<file path="config.mk">
export PLATFORM = sky130hd
export DESIGN_NAME = dds_sweep_core
export DESIGN_NICKNAME = d
export VERILOG_FILES = /design/src/rtl/dds_pkg.sv /design/src/rtl/dds_wave_sel_sync.sv /design/src/rtl/dds_sweep_core.sv
export SDC_FILE = /design/constraint.sdc
export NUM_CORES = 1
export LEC_CHECK = 0
export CAP_MARGIN = 10
export CELL_PAD_IN_SITES_DETAIL_PLACEMENT = 1
export CELL_PAD_IN_SITES_GLOBAL_PLACEMENT = 1
export CORE_MARGIN = 5
export CORE_UTILIZATION = 40
export DETAILED_ROUTE_END_ITERATION = 16
export PLACE_DENSITY_LB_ADDON = 0.1
export SYNTH_ARGS = -nofsm -noshare
export SYNTH_HDL_FRONTEND = slang
export SYNTH_SLANG_ARGS = --single-unit
</file>
<file path="constraint.sdc">
create_clock -name clk -period 13.35 [get_ports clk]
set_clock_uncertainty 0.2 [all_clocks]
set_input_delay 4.005 -clock clk [delete_from_list [all_inputs] [get_ports clk]]
set_output_delay 4.005 -clock clk [all_outputs]
set_load 0.01 [all_outputs]
</file>
<file path="src/rtl/dds_pkg.sv">
// Shared encodings for the DDS sweep core: FSM states, active-low waveform
// select codes and the encoded waveform identifiers.
package dds_pkg;

  typedef enum logic [1:0] {
    StIdle  = 2'd0,
    StSweep = 2'd1,
    StDone  = 2'd2
  } dds_state_e;

  localparam logic [2:0] SEL_W0 = 3'b110;
  localparam logic [2:0] SEL_W1 = 3'b101;
  localparam logic [2:0] SEL_W2 = 3'b011;

  localparam logic [1:0] WAVE_ID0 = 2'd0;
  localparam logic [1:0] WAVE_ID1 = 2'd1;
  localparam logic [1:0] WAVE_ID2 = 2'd2;

endpackage

</file>
<file path="src/rtl/dds_wave_sel_sync.sv">
// Decodes the active-low one-hot waveform select and applies it to wave_id
// only at a phase zero-crossing (or immediately when the tone is stopped).
module dds_wave_sel_sync
  import dds_pkg::*;
(
  input  logic       clk,
  input  logic       rst,
  input  logic [2:0] sel_wave_i,
  input  logic       wrap_i,
  input  logic       fre_zero_i,
  output logic [1:0] wave_id_o
);

  logic [1:0] pend_q, pend_d;
  logic [1:0] wave_q, wave_d;

  always_comb begin
    pend_d = pend_q;
    case (sel_wave_i)
      SEL_W0:  pend_d = WAVE_ID0;
      SEL_W1:  pend_d = WAVE_ID1;
      SEL_W2:  pend_d = WAVE_ID2;
      default: pend_d = pend_q;
    endcase

    // A stopped accumulator never wraps, so switching must not wait for it.
    wave_d = wave_q;
    if (wrap_i || fre_zero_i) begin
      wave_d = pend_d;
    end
  end

  always_ff @(posedge clk) begin
    if (rst) begin
      pend_q <= WAVE_ID0;
      wave_q <= WAVE_ID0;
    end else begin
      pend_q <= pend_d;
      wave_q <= wave_d;
    end
  end

  assign wave_id_o = wave_q;

endmodule

</file>
<file path="src/rtl/dds_sweep_core.sv">
// Phase-accumulator DDS with fixed-tone and linear frequency sweep modes,
// producing the ROM phase address and a wrap-aligned waveform select.
module dds_sweep_core
  import dds_pkg::*;
#(
  parameter int unsigned ACC_W   = 32,
  parameter int unsigned ADDR_W  = 10,
  parameter int unsigned DWELL_W = 16
) (
  input  logic               clk,
  input  logic               rst,
  input  logic [ACC_W-1:0]   fre_k,
  input  logic [2:0]         sel_wave,
  input  logic [ACC_W-1:0]   fre_stop,
  input  logic [ACC_W-1:0]   fre_step,
  input  logic [DWELL_W-1:0] dwell,
  input  logic               sweep_start,
  input  logic               sweep_abort,
  output logic [ADDR_W-1:0]  phase_addr,
  output logic [1:0]         wave_id,
  output logic [ACC_W-1:0]   cur_fre,
  output logic               sweep_busy,
  output logic               sweep_done
);

  dds_state_e         state_q;
  logic [ACC_W-1:0]   acc_q, acc_d;
  logic [ACC_W-1:0]   cur_fre_q;
  logic [ADDR_W-1:0]  addr_q;
  logic [DWELL_W-1:0] dwell_cnt_q;
  logic               degen_q;
  logic               busy_q;
  logic               done_q;
  logic               wrap;
  logic [ACC_W:0]     next_fre;

  assign {wrap, acc_d} = {1'b0, acc_q} + {1'b0, cur_fre_q};
  // One bit wider so a step past 2^ACC_W shows up as a large value, not a wrap.
  assign next_fre = {1'b0, cur_fre_q} + {1'b0, fre_step};

  always_ff @(posedge clk) begin
    if (rst) begin
      acc_q  <= '0;
      addr_q <= '0;
    end else begin
      acc_q  <= acc_d;
      addr_q <= acc_q[ACC_W-1 -: ADDR_W];
    end
  end

  always_ff @(posedge clk) begin
    if (rst) begin
      state_q     <= StIdle;
      cur_fre_q   <= '0;
      dwell_cnt_q <= '0;
      degen_q     <= 1'b0;
      busy_q      <= 1'b0;
      done_q      <= 1'b0;
    end else begin
      done_q <= 1'b0;
      case (state_q)
        StIdle: begin
          cur_fre_q <= fre_k;
          if (sweep_start && !sweep_abort) begin
            state_q     <= StSweep;
            dwell_cnt_q <= dwell;
            degen_q     <= (fre_step == '0) || (fre_stop <= fre_k);
            busy_q      <= 1'b1;
          end
        end
        StSweep: begin
          if (sweep_abort) begin
            state_q <= StIdle;
            busy_q  <= 1'b0;
          end else if (degen_q || (dwell_cnt_q == '0)) begin
            if (degen_q || (next_fre > {1'b0, fre_stop})) begin
              cur_fre_q <= fre_stop;
              state_q   <= StDone;
              busy_q    <= 1'b0;
              done_q    <= 1'b1;
            end else begin
              cur_fre_q   <= next_fre[ACC_W-1:0];
              dwell_cnt_q <= dwell;
            end
          end else begin
            dwell_cnt_q <= dwell_cnt_q - DWELL_W'(1);
          end
        end
        StDone: begin
          state_q <= StIdle;
        end
        default: begin
          state_q <= StIdle;
        end
      endcase
    end
  end

  dds_wave_sel_sync u_wave_sel_sync (
    .clk        (clk),
    .rst        (rst),
    .sel_wave_i (sel_wave),
    .wrap_i     (wrap),
    .fre_zero_i (cur_fre_q == '0),
    .wave_id_o  (wave_id)
  );

  assign phase_addr = addr_q;
  assign cur_fre    = cur_fre_q;
  assign sweep_busy = busy_q;
  assign sweep_done = done_q;

endmodule

</file>
**Word-level counts from Yosys, hierarchy flattened**

Cells that the tools add are included.

- Add/subtract/negate cells: 3
- Order comparisons: 2
- Eq/ne operators: 10
- Muxes and demuxes: 21
- Bitwise logic cells: 2
- Reductions and logical operators: 17

Operators with widths:

| cell | number |
|---|---|
| two-way mux 32 bit | 3 |
| adder 32 x 32 -> 33 bit | 2 |
| logical NOT 32 bit | 2 |
| two-way mux 16 bit | 4 |
| case mux 32 bit (2 select lines) | 1 |
| greater-than comparator 33 x 32 -> 1 bit | 1 |
| less-or-equal comparator 32 bit | 1 |
| case mux 16 bit (2 select lines) | 1 |
| logical NOT 16 bit | 1 |
| subtractor 16 x 1 -> 16 bit, second input constant | 1 |
| != test 3 bit, second input constant | 3 |
| two-way mux 2 bit | 4 |
| AND reduction 4 bit | 2 |
| == test 3 bit, second input constant | 2 |
| != test 2 bit, second input constant | 3 |
| case mux 2 bit (3 select lines) | 1 |
| AND reduction 3 bit | 2 |
| two-way mux 1 bit | 5 |
| logical OR 1 bit | 4 |
| case mux 2 bit (2 select lines) | 1 |
| OR reduction 4 bit | 1 |
| == test 3 x 2 -> 1 bit, second input constant | 1 |
| == test 2 x 1 -> 1 bit, second input constant | 1 |
| logical NOT 2 bit | 1 |
| other kinds (6) | 7 |

- Register bits after elaboration: 99
- Input port bits: 119
- Output and inout port bits: 46

**Logic depth before layout (Yosys ltp)**

Gate-level depths: netlist of run 1.

- Depth after elaboration: 7
- Depth in mapped cells: 22

**By module**

From an unflattened synthesis of run 1, not the netlist that was laid out.

- Cell total of the unflattened synthesis: 1169
- Area total of the unflattened synthesis: 9227.6 µm²

Modules (own cells, without submodules):

| module | instances | cells an instance | area each (µm²) |
|---|---|---|---|
| dds_sweep_core | 1 | 1151 | 9053.7 |
| dds_wave_sel_sync | 1 | 18 | 173.9 |

**Worst setup path before layout of run 1**

Ideal clock, no wire load.

- Path type: input to register
- Start point: input port fre_step[13]
- End point: register cur_fre_q[30] (netlist: cur_fre[30])
- Setup time: 0.086 ns
- Data arrival time: 8.547 ns
- Slack: 4.518 ns
- Stages on the path: 19
- Path buffers: 1
- Path through: ha_1 nand2_1 or3_4 or4_4 a31oi_2 nor3_1 nor3_1 mux2_2 nor3_1 ha_1 a21oi_1 nor2b_1 a2111oi_0 o2111ai_1 o21ai_1 o211ai_2 buf_4 or4_1 a211oi_1

- Word-level cells in the longest chain between the ends: 7

Ends and longest elaborated chain:

| what | RTL line | RTL |
|---|---|---|
| from (decl) | dds_sweep_core.sv:15 | `input logic [ACC_W-1:0] fre_step,` |
| adder 32 x 32 -> 33 bit (*) | dds_sweep_core.sv:39 | `assign next_fre = {1'b0, cur_fre_q} + {1'b0, fre_step};` |
| greater-than comparator 33 x 32 -> 1 bit | dds_sweep_core.sv:76 | `if (degen_q \|\| (next_fre > {1'b0, fre_stop})) begin` |
| logical OR 1 bit | dds_sweep_core.sv:76 |  |
| two-way mux 32 bit (*) | dds_sweep_core.sv:76 |  |
| two-way mux 32 bit (*) | dds_sweep_core.sv:75 | `end else if (degen_q \|\| (dwell_cnt_q == '0)) begin` |
| two-way mux 32 bit (*) | dds_sweep_core.sv:72 | `if (sweep_abort) begin` |
| case mux 32 bit (2 select lines) (*) | dds_sweep_core.sv:61 | `case (state_q)` |
| to (signal assigned) | dds_sweep_core.sv:63 | `cur_fre_q <= fre_k;` |
| to (signal assigned) | dds_sweep_core.sv:77 | `cur_fre_q <= fre_stop;` |
| to (signal assigned) | dds_sweep_core.sv:82 | `cur_fre_q <= next_fre[ACC_W-1:0];` |
| to (decl) | dds_sweep_core.sv:28 | `logic [ACC_W-1:0] cur_fre_q;` |

Every way passes the cells marked *; elsewhere a longest branch is shown, timed or not. The select of a mux whose other input is x is not followed.
A chain may end at the register's enable or synchronous reset.

**Worst setup path in the final report of run 1**

- Start point: input port fre_step[10]
- End point: register dwell_cnt_q[0]

- Word-level cells in the longest chain between the ends: 5

Ends and longest elaborated chain:

| what | RTL line | RTL |
|---|---|---|
| adder 32 x 32 -> 33 bit | dds_sweep_core.sv:39 |  |
| greater-than comparator 33 x 32 -> 1 bit | dds_sweep_core.sv:76 |  |
| logical OR 1 bit | dds_sweep_core.sv:76 |  |
| != test 3 bit (no source line) | -- |  |
| AND reduction 4 bit (no source line) | -- |  |
| to (signal assigned) | dds_sweep_core.sv:66 | `dwell_cnt_q <= dwell;` |
| to (signal assigned) | dds_sweep_core.sv:83 | `dwell_cnt_q <= dwell;` |
| to (signal assigned) | dds_sweep_core.sv:86 | `dwell_cnt_q <= dwell_cnt_q - DWELL_W'(1);` |
| to (decl) | dds_sweep_core.sv:30 | `logic [DWELL_W-1:0] dwell_cnt_q;` |

No other way between the ends.

==> results of run 1 <==
state kept, by name, indices dropped and copies added (netlist names):
register,count
acc_q,32
cur_fre,32
degen_q,1
dwell_cnt_q,16
phase_addr,10
state_q,2
sweep_busy,1
sweep_done,1
u_wave_sel_sync.pend_q,2
u_wave_sel_sync.wave_id_o,2
cell usage after synthesis (all sizes together) (16+ instances only):
cell,instances,area share
a21oi,97,0.052
inv,95,0.038
xor2,19,0.018
nand2,70,0.028
a211oi,22,0.018
nor2b,34,0.023
o21a,17,0.014
ha,130,0.17
nor3,42,0.023
dfxtp,99,0.21
nor4,25,0.017
o211ai,16,0.013
clkbuf,35,0.014
o21ai,71,0.038
a21o,49,0.039
nand3,22,0.012
a31oi,16,0.011
nand4,24,0.016
mux2i,20,0.021
nor2,105,0.043
xnor2,26,0.024
power groups by stage:
stage          Clock, mW  Combinational [mW]  Sequential, mW
2_1_floorplan          0               0.495           0.387
3_3_place_gp           0               0.696           0.406
3_5_place_dp           0               0.713           0.407
4_1_cts            0.286               0.720           0.401
5_1_grt            0.298               0.802           0.405
6_report           0.279               0.720           0.400
logic make-up (layout without fill, tap and decap cells):
| group | after synthesis | after routing | share of synthesized area |
|---|---|---|---|
| xor+xnor | 45 | 45 | 0.0423 |
| flops | 99 | 99 | 0.213 |
| buf+inv | 142 | 281 | 0.0592 |
| compound gates | 379 | 379 | 0.271 |
| simple gates | 385 | 385 | 0.209 |
| mux | 24 | 24 | 0.0263 |
| fa+ha+maj | 132 | 132 | 0.179 |
metrics by stage:
step                utilization  hold WS, ns  worst slack (ns)  instance area (um^2)
detailed placement        0.492        0.259              2.69                 11200
floorplan                     -        0.242              4.52                  9310
global route              0.506        0.289              2.38                 11500
finish                    0.506        0.270              2.88                 11500
global placement          0.492        0.254              2.91                 11200
CTS                       0.506        0.269              3.00                 11500
path summary, 6_finish.rpt:
kind                                  endpoint  slack (ns)          from
worst max register to register  dwell_cnt_q[0]        6.41   cur_fre[10]
worst min-delay path             phase_addr[3]        0.27     acc_q[25]
worst min register to register   phase_addr[3]        0.27     acc_q[25]
worst max-delay path            dwell_cnt_q[0]        2.88  fre_step[10]
cells in the final DEF (no fill, tap or decap), types with 17 or more instances in the layout:
cell / count
ha_1: 130
a21oi_1: 97
xnor2_1: 26
mux2i_1: 20
nand2_1: 70
a211oi_1: 22
o21a_1: 17
nor2b_1: 33
a21o_1: 49
nor2_1: 104
nor4_1: 25
nor3_1: 42
inv_1: 95
xor2_1: 19
dfxtp_1: 99
nand4_1: 24
clkdlybuf4s50_1: 163
o21ai_0: 59
nand3_1: 22
routing by layer:
layer | track usage | routed length (um) | vias up
li1 | - | - | 4715
met1 | 0.333 | 15400 | 4621
met2 | 0.428 | 16000 | 264
met3 | 0.0430 | 1880 | 64
met4 | 0.0911 | 1230 | 2
met5 | 0 | 7 | -
final cells by class:
class	instances	area, um^2	area share
Tap cell	313	392	0.0340
Inverter	95	357	0.0310
Timing Repair Buffer	170	1680	0.146
Multi-Input combinational cell	965	6800	0.590
Clock inverter	7	83.8	0.00728
Sequential cell	99	1980	0.172
Clock buffer	9	225	0.0196
worst max-delay path, cell delays in order:
cell and delay, ns:
clkdlybuf4s50_1 0.44, ha_1 0.38, a21oi_1 0.19, nor2_1 0.06, o41ai_1 0.52, o21ai_0 0.22, a2111oi_0 0.89, o41a_1 0.30
xor2_1 0.23, inv_1 0.08, ha_1 0.19, a21o_1 0.18, a21o_1 0.16, a2111oi_0 0.59, o2111ai_1 0.20, o21ai_1 0.26
o211ai_4 0.12, a21boi_1 0.71, o21ai_1 0.46, o31ai_1 0.34
==> qor_table.md, run 1 <==
| Quantity | This run | Unit |
| --- | --- | --- |
| Startpoint type of the worst setup path | input port | - |
| Largest net degree at the start of global routing | 54 | - |
| Data arrival time of the critical path | 10.54 | ns |
| Die Ht | 163 | um |
| Leakage power | 5.18 | nW |
| Global route overflow | 0 | - |
| Final-report hold violation count | 0 | - |
| Top fanout value on the critical path | 11 | - |
| Switching Fraction | 0.419 | - |
| Final setup fails | 0 | - |
| Number of sinks driven by the clock tree | 99 | - |
| Final setup TNS | 0 | ns |
| Vias in the first global route | 9853 | - |
| Global-route wire length before repair | 53800 | um |
| Hold Crit Class | register to register | - |
| Gate count of the mapped netlist | 1206 | - |
| Number of standard-cell rows in the floorplan | 55 | - |
| Upper clock frequency limit | 95.5 | MHz |
| Sort of element at the end of the critical path | register | - |
| Net Count, Synth | 1457 | - |
| Core region area | 0.0228 | mm^2 |
| Effective utilization at floorplan | 0.409 | - |
| Data required time at the worst endpoint | 13.42 | ns |
| Worst relative slew slack | 0.288 | - |
| Number of I/O port buffers | 164 | - |
| Worst supply voltage drop on vdd | 0.0844 | mV |
| Filler-free cell count of the finished design | 1658 | - |
| Number of enable flip-flop cells after synthesis | 0 | - |
| Crit path time final | 10.47 | ns |
| Post-CTS setup repair buffer count | 0 | - |
| Total number of vias | 9666 | - |
| Violation count after the first detailed-routing iteration | 461 | - |
| Hold Buf Count CTS | 0 | - |
| Kind of critical path | input port to register | - |
| Total of warnings raised by yosys | 0 | - |
| Path depth of the worst reg2reg path | 19 | - |
| Area added between synthesis and finish | 23.7 | % |
| Unique cell type count in the Yosys netlist | 71 | - |
| Max cap viols | 0 | - |
| Number of top-level pins | 165 | - |
| Routability-driven placement congestion ratio | 0.937 | - |
| Transition time at the pin with the least slew margin | 1.07 | ns |
| Power density relative to cell area | 121 | mW/mm^2 |
| Number of cells on the worst hold path | 1 | - |
| Main flop type after synthesis | dfxtp_1 | - |
| CTS tree | built | - |
| Share of flip-flops with an asynchronous set or reset after synthesis | 0 | - |
| Synthesized area divided by synthesized cell count | 7.72 | um^2 |
| Final routed wirelength across all metal layers | 34500 | um |
| Wire length per cell after detailed routing | 20.8 | um |
| Clock root cell | clkbuf_16 | - |
| Number of CTS-inserted buffers | 9 | - |
| Reported net switching power | 586 | uW |
| Pins Over Slew Limit | 0 | - |
| RSZ-0062 raised after global routing | no | - |
| Number of gates resized after CTS | 0 | - |
| Floorplan die width | 163 | um |
| Number of nets in the finished design | 1591 | - |
| Reg power frac | 0.286 | - |
| TritonRoute pass-1 iters | 4 | - |
| Share of the cycle needed by the critical path after routing | 0.784 | - |
| Internal power consumption | 813 | uW |
| DRC errors left | 0 | - |
| Floorplan die area | 0.0264 | mm^2 |
| Yosys reg bits | 99 | - |
| Via-per-instance ratio | 5.83 | - |
| Sequential fraction of the synthesis area | 0.213 | - |
| Clk slew on worst S/H paths | 0.07 | ns |
| Overall power of the completed layout | 1.40 | mW |
| Proportion of power drawn by combinational gates | 0.515 | - |
| Fraction of layout cells with a size suffix above 1 | 0.0335 | - |
| Diodes inserted | 0 | - |
| HPWL after DPL | 27900 | um |
| Number of placed instances with taps included | 1642 | - |
| Netlist area before placement | 0.00931 | mm^2 |
| Detail Route Antenna Nets | 0 | - |
| Initial antenna violation count | 1 | - |
| Number of H-tree levels | 3 | - |
| Outcome | completed | - |
| Fill cell count | 2776 | - |
| Aggregate global-route resource usage | 0.256 | - |
| Clock latency on the worst-skew pair | 0.36 | ns |
| Clock group share of total power | 0.200 | - |
| Number of buffers on the longest clock path | 2 | - |
No activity file was read; power rests on OpenSTA's default activity.
==> run 2: changes to the inputs <==
- clock period: 13.35 -> 10.9 ns (I/O delays scaled with it)
==> qor_table.md, run 2 (same netlist as run 1, synthesis figures left out) <==
| Quantity | This run | Unit |
| --- | --- | --- |
| Outcome | completed | - |
| Number of gates resized after CTS | 0 | - |
| Worst-case register-to-register setup slack | 4.53 | ns |
| FF-to-FF End | cur_fre[30] | - |
| Worst relative slew slack | 0.259 | - |
| Number of CTS-inserted buffers | 9 | - |
| Register cell area after layout | 0.00198 | mm^2 |
| Aggregate global-route resource usage | 0.261 | - |
| Power density relative to cell area | 148 | mW/mm^2 |
| Global-route wire length before repair | 54900 | um |
| Final routed wirelength across all metal layers | 35000 | um |
| Worst supply voltage drop on vdd | 0.0844 | mV |
| Finished Core Util | 0.506 | - |
| HPWL after DPL | 28000 | um |
| Initial antenna violation count | 0 | - |
| Core region area | 0.0228 | mm^2 |
| Worst hold start | acc_q[30] | - |
| Area taken by multi-input logic gates | 0.00680 | mm^2 |
| Hold Crit Class | register to register | - |
| Top library cells by usage in the layout, fill and taps aside | 163 x clkdlybuf4s50_1, 130 x ha_1, 104 x nor2_1 | - |
| Leakage power | 5.18 | nW |
| Global route overflow | 0 | - |
| Met1 usage | 0.343 | - |
| Diodes inserted | 0 | - |
| Pins Over Slew Limit | 0 | - |
| Number of sinks driven by the clock tree | 99 | - |
| Start point of the critical path | fre_step[4] | - |
| Path depth of the worst reg2reg path | 19 | - |
| Share of the cycle needed by the critical path after routing | 0.848 | - |
| RSZ-0062 raised after global routing | no | - |
| Post-CTS setup repair buffer count | 0 | - |
| Crit path time final | 9.24 | ns |
| Detail Route Antenna Nets | 0 | - |
| Clk slew on worst S/H paths | 0.08 | ns |
| Max cap viols | 0 | - |
| Final-report hold violation count | 0 | - |
| Total number of vias | 9714 | - |
| Number of H-tree levels | 3 | - |
| Clock root cell | clkbuf_16 | - |
| Startpoint type of the worst setup path | input port | - |
| Number of buffers on the longest clock path | 2 | - |
| Most Crowded Layer GR | met2 | - |
| Largest net degree at the start of global routing | 68 | - |
| TritonRoute pass-1 iters | 4 | - |
| Violation count after the first detailed-routing iteration | 552 | - |
| Met2 track utilization from global routing | 0.455 | - |
| Sort of element at the end of the critical path | register | - |
| Post-Place Worst Slack | 1.41 | ns |
| Die Ht | 163 | um |
| Data required time at the worst endpoint | 10.98 | ns |
| Routability-driven placement congestion ratio | 0.947 | - |
| Clock latency on the worst-skew pair | 0.36 | ns |
| Area added between synthesis and finish | 23.7 | % |
| Critical Path Sink | cur_fre[30] | - |
| FF-to-FF Start | cur_fre[4] | - |
| CTS tree | built | - |
| Final setup TNS | 0 | ns |
| Kind of critical path | input port to register | - |
| Number of I/O port buffers | 164 | - |
| Top fanout value on the critical path | 48 | - |
| Effective utilization at floorplan | 0.409 | - |
| Data arrival time of the critical path | 9.32 | ns |
| Floorplan die width | 163 | um |
| Fraction of layout cells with a size suffix above 1 | 0.0356 | - |
| Final worst setup slack | 1.66 | ns |
| Fill cell count | 2796 | - |
| Wire length per cell after detailed routing | 21.1 | um |
| Floorplan die area | 0.0264 | mm^2 |
| GRT met3 Usage | 0.0316 | - |
| Upper clock frequency limit | 108 | MHz |
| DRC errors left | 0 | - |
| Leading cell type in the layout, fill and taps excluded | clkdlybuf4s50_1 | - |
| Number of top-level pins | 165 | - |
| Vias in the first global route | 9980 | - |
| Number of cells on the worst hold path | 1 | - |
| Overall power of the completed layout | 1.70 | mW |
| Transition time at the pin with the least slew margin | 1.11 | ns |
| WHS | 0.268 | ns |
| Number of standard-cell rows in the floorplan | 55 | - |
| Via-per-instance ratio | 5.85 | - |
| Number of nets in the finished design | 1594 | - |
| Hold Buf Count CTS | 0 | - |
| Final setup fails | 0 | - |
==> run 2: cell count changes in the layout (fill, tap and decap cells not counted), sizes merged <==
cell / change
clkinvlp: +1
buf: +3
bufinv: -1
==> run 2: report_power, final <==
group          switching (mW)  internal, mW  leakage [nW]  total [mW]
registers              0.0653         0.425         0.818       0.490
clock network           0.165         0.159         0.135       0.325
logic                   0.495         0.390          4.23       0.885
total                   0.725         0.974          5.18        1.70
==> run 2: critical path: stages <==
cell	delay, ns
clkdlybuf4s50_1	0.44
ha_1	0.40
a21oi_1	0.21
o21ai_0	0.20
o211ai_1	0.43
nand2_1	0.19
a2111oi_0	0.80
o41a_1	0.31
xor2_1	0.21
inv_1	0.07
ha_1	0.18
a21o_1	0.17
a21o_1	0.16
a2111oi_0	0.62
o2111ai_1	0.22
o21ai_1	0.27
o211ai_4	0.13
buf_4	0.35
or4_1	0.47
a211oi_1	0.20
==> run 2: routing by layer <==
layer	vias to the layer above	wire length, um	share of wire
li1	4732	-	-
met3	38	1450	0.041
met4	0	752	0.022
met2	253	16800	0.48
met5	-	0	0
met1	4691	16000	0.46
==> run 2: layout make-up <==
type / instances / share of cell area
Sequential cell: 99 / 0.172
Timing Repair Buffer: 173 / 0.148
Clock buffer: 9 / 0.0196
Tap cell: 313 / 0.0340
Inverter: 95 / 0.0310
Clock inverter: 7 / 0.00532
Multi-Input combinational cell: 965 / 0.590
==> run 2: worst min path at each step <==
stage          slack, ns            end
3_3_place_gp        0.25  phase_addr[8]
5_1_grt             0.29  phase_addr[8]
3_5_place_dp        0.27  phase_addr[7]
6_report            0.27  phase_addr[8]
2_1_floorplan       0.24  phase_addr[0]
4_1_cts             0.27  phase_addr[8]
==> run 2: stage by stage <==
stage | cells | instance area (um^2)
finish | 1661 | 11500
global route | 1661 | 11500
CTS | 1661 | 11500
detailed placement | 1645 | 11200
global placement | 1645 | 11200
floorplan | 1206 | 9310
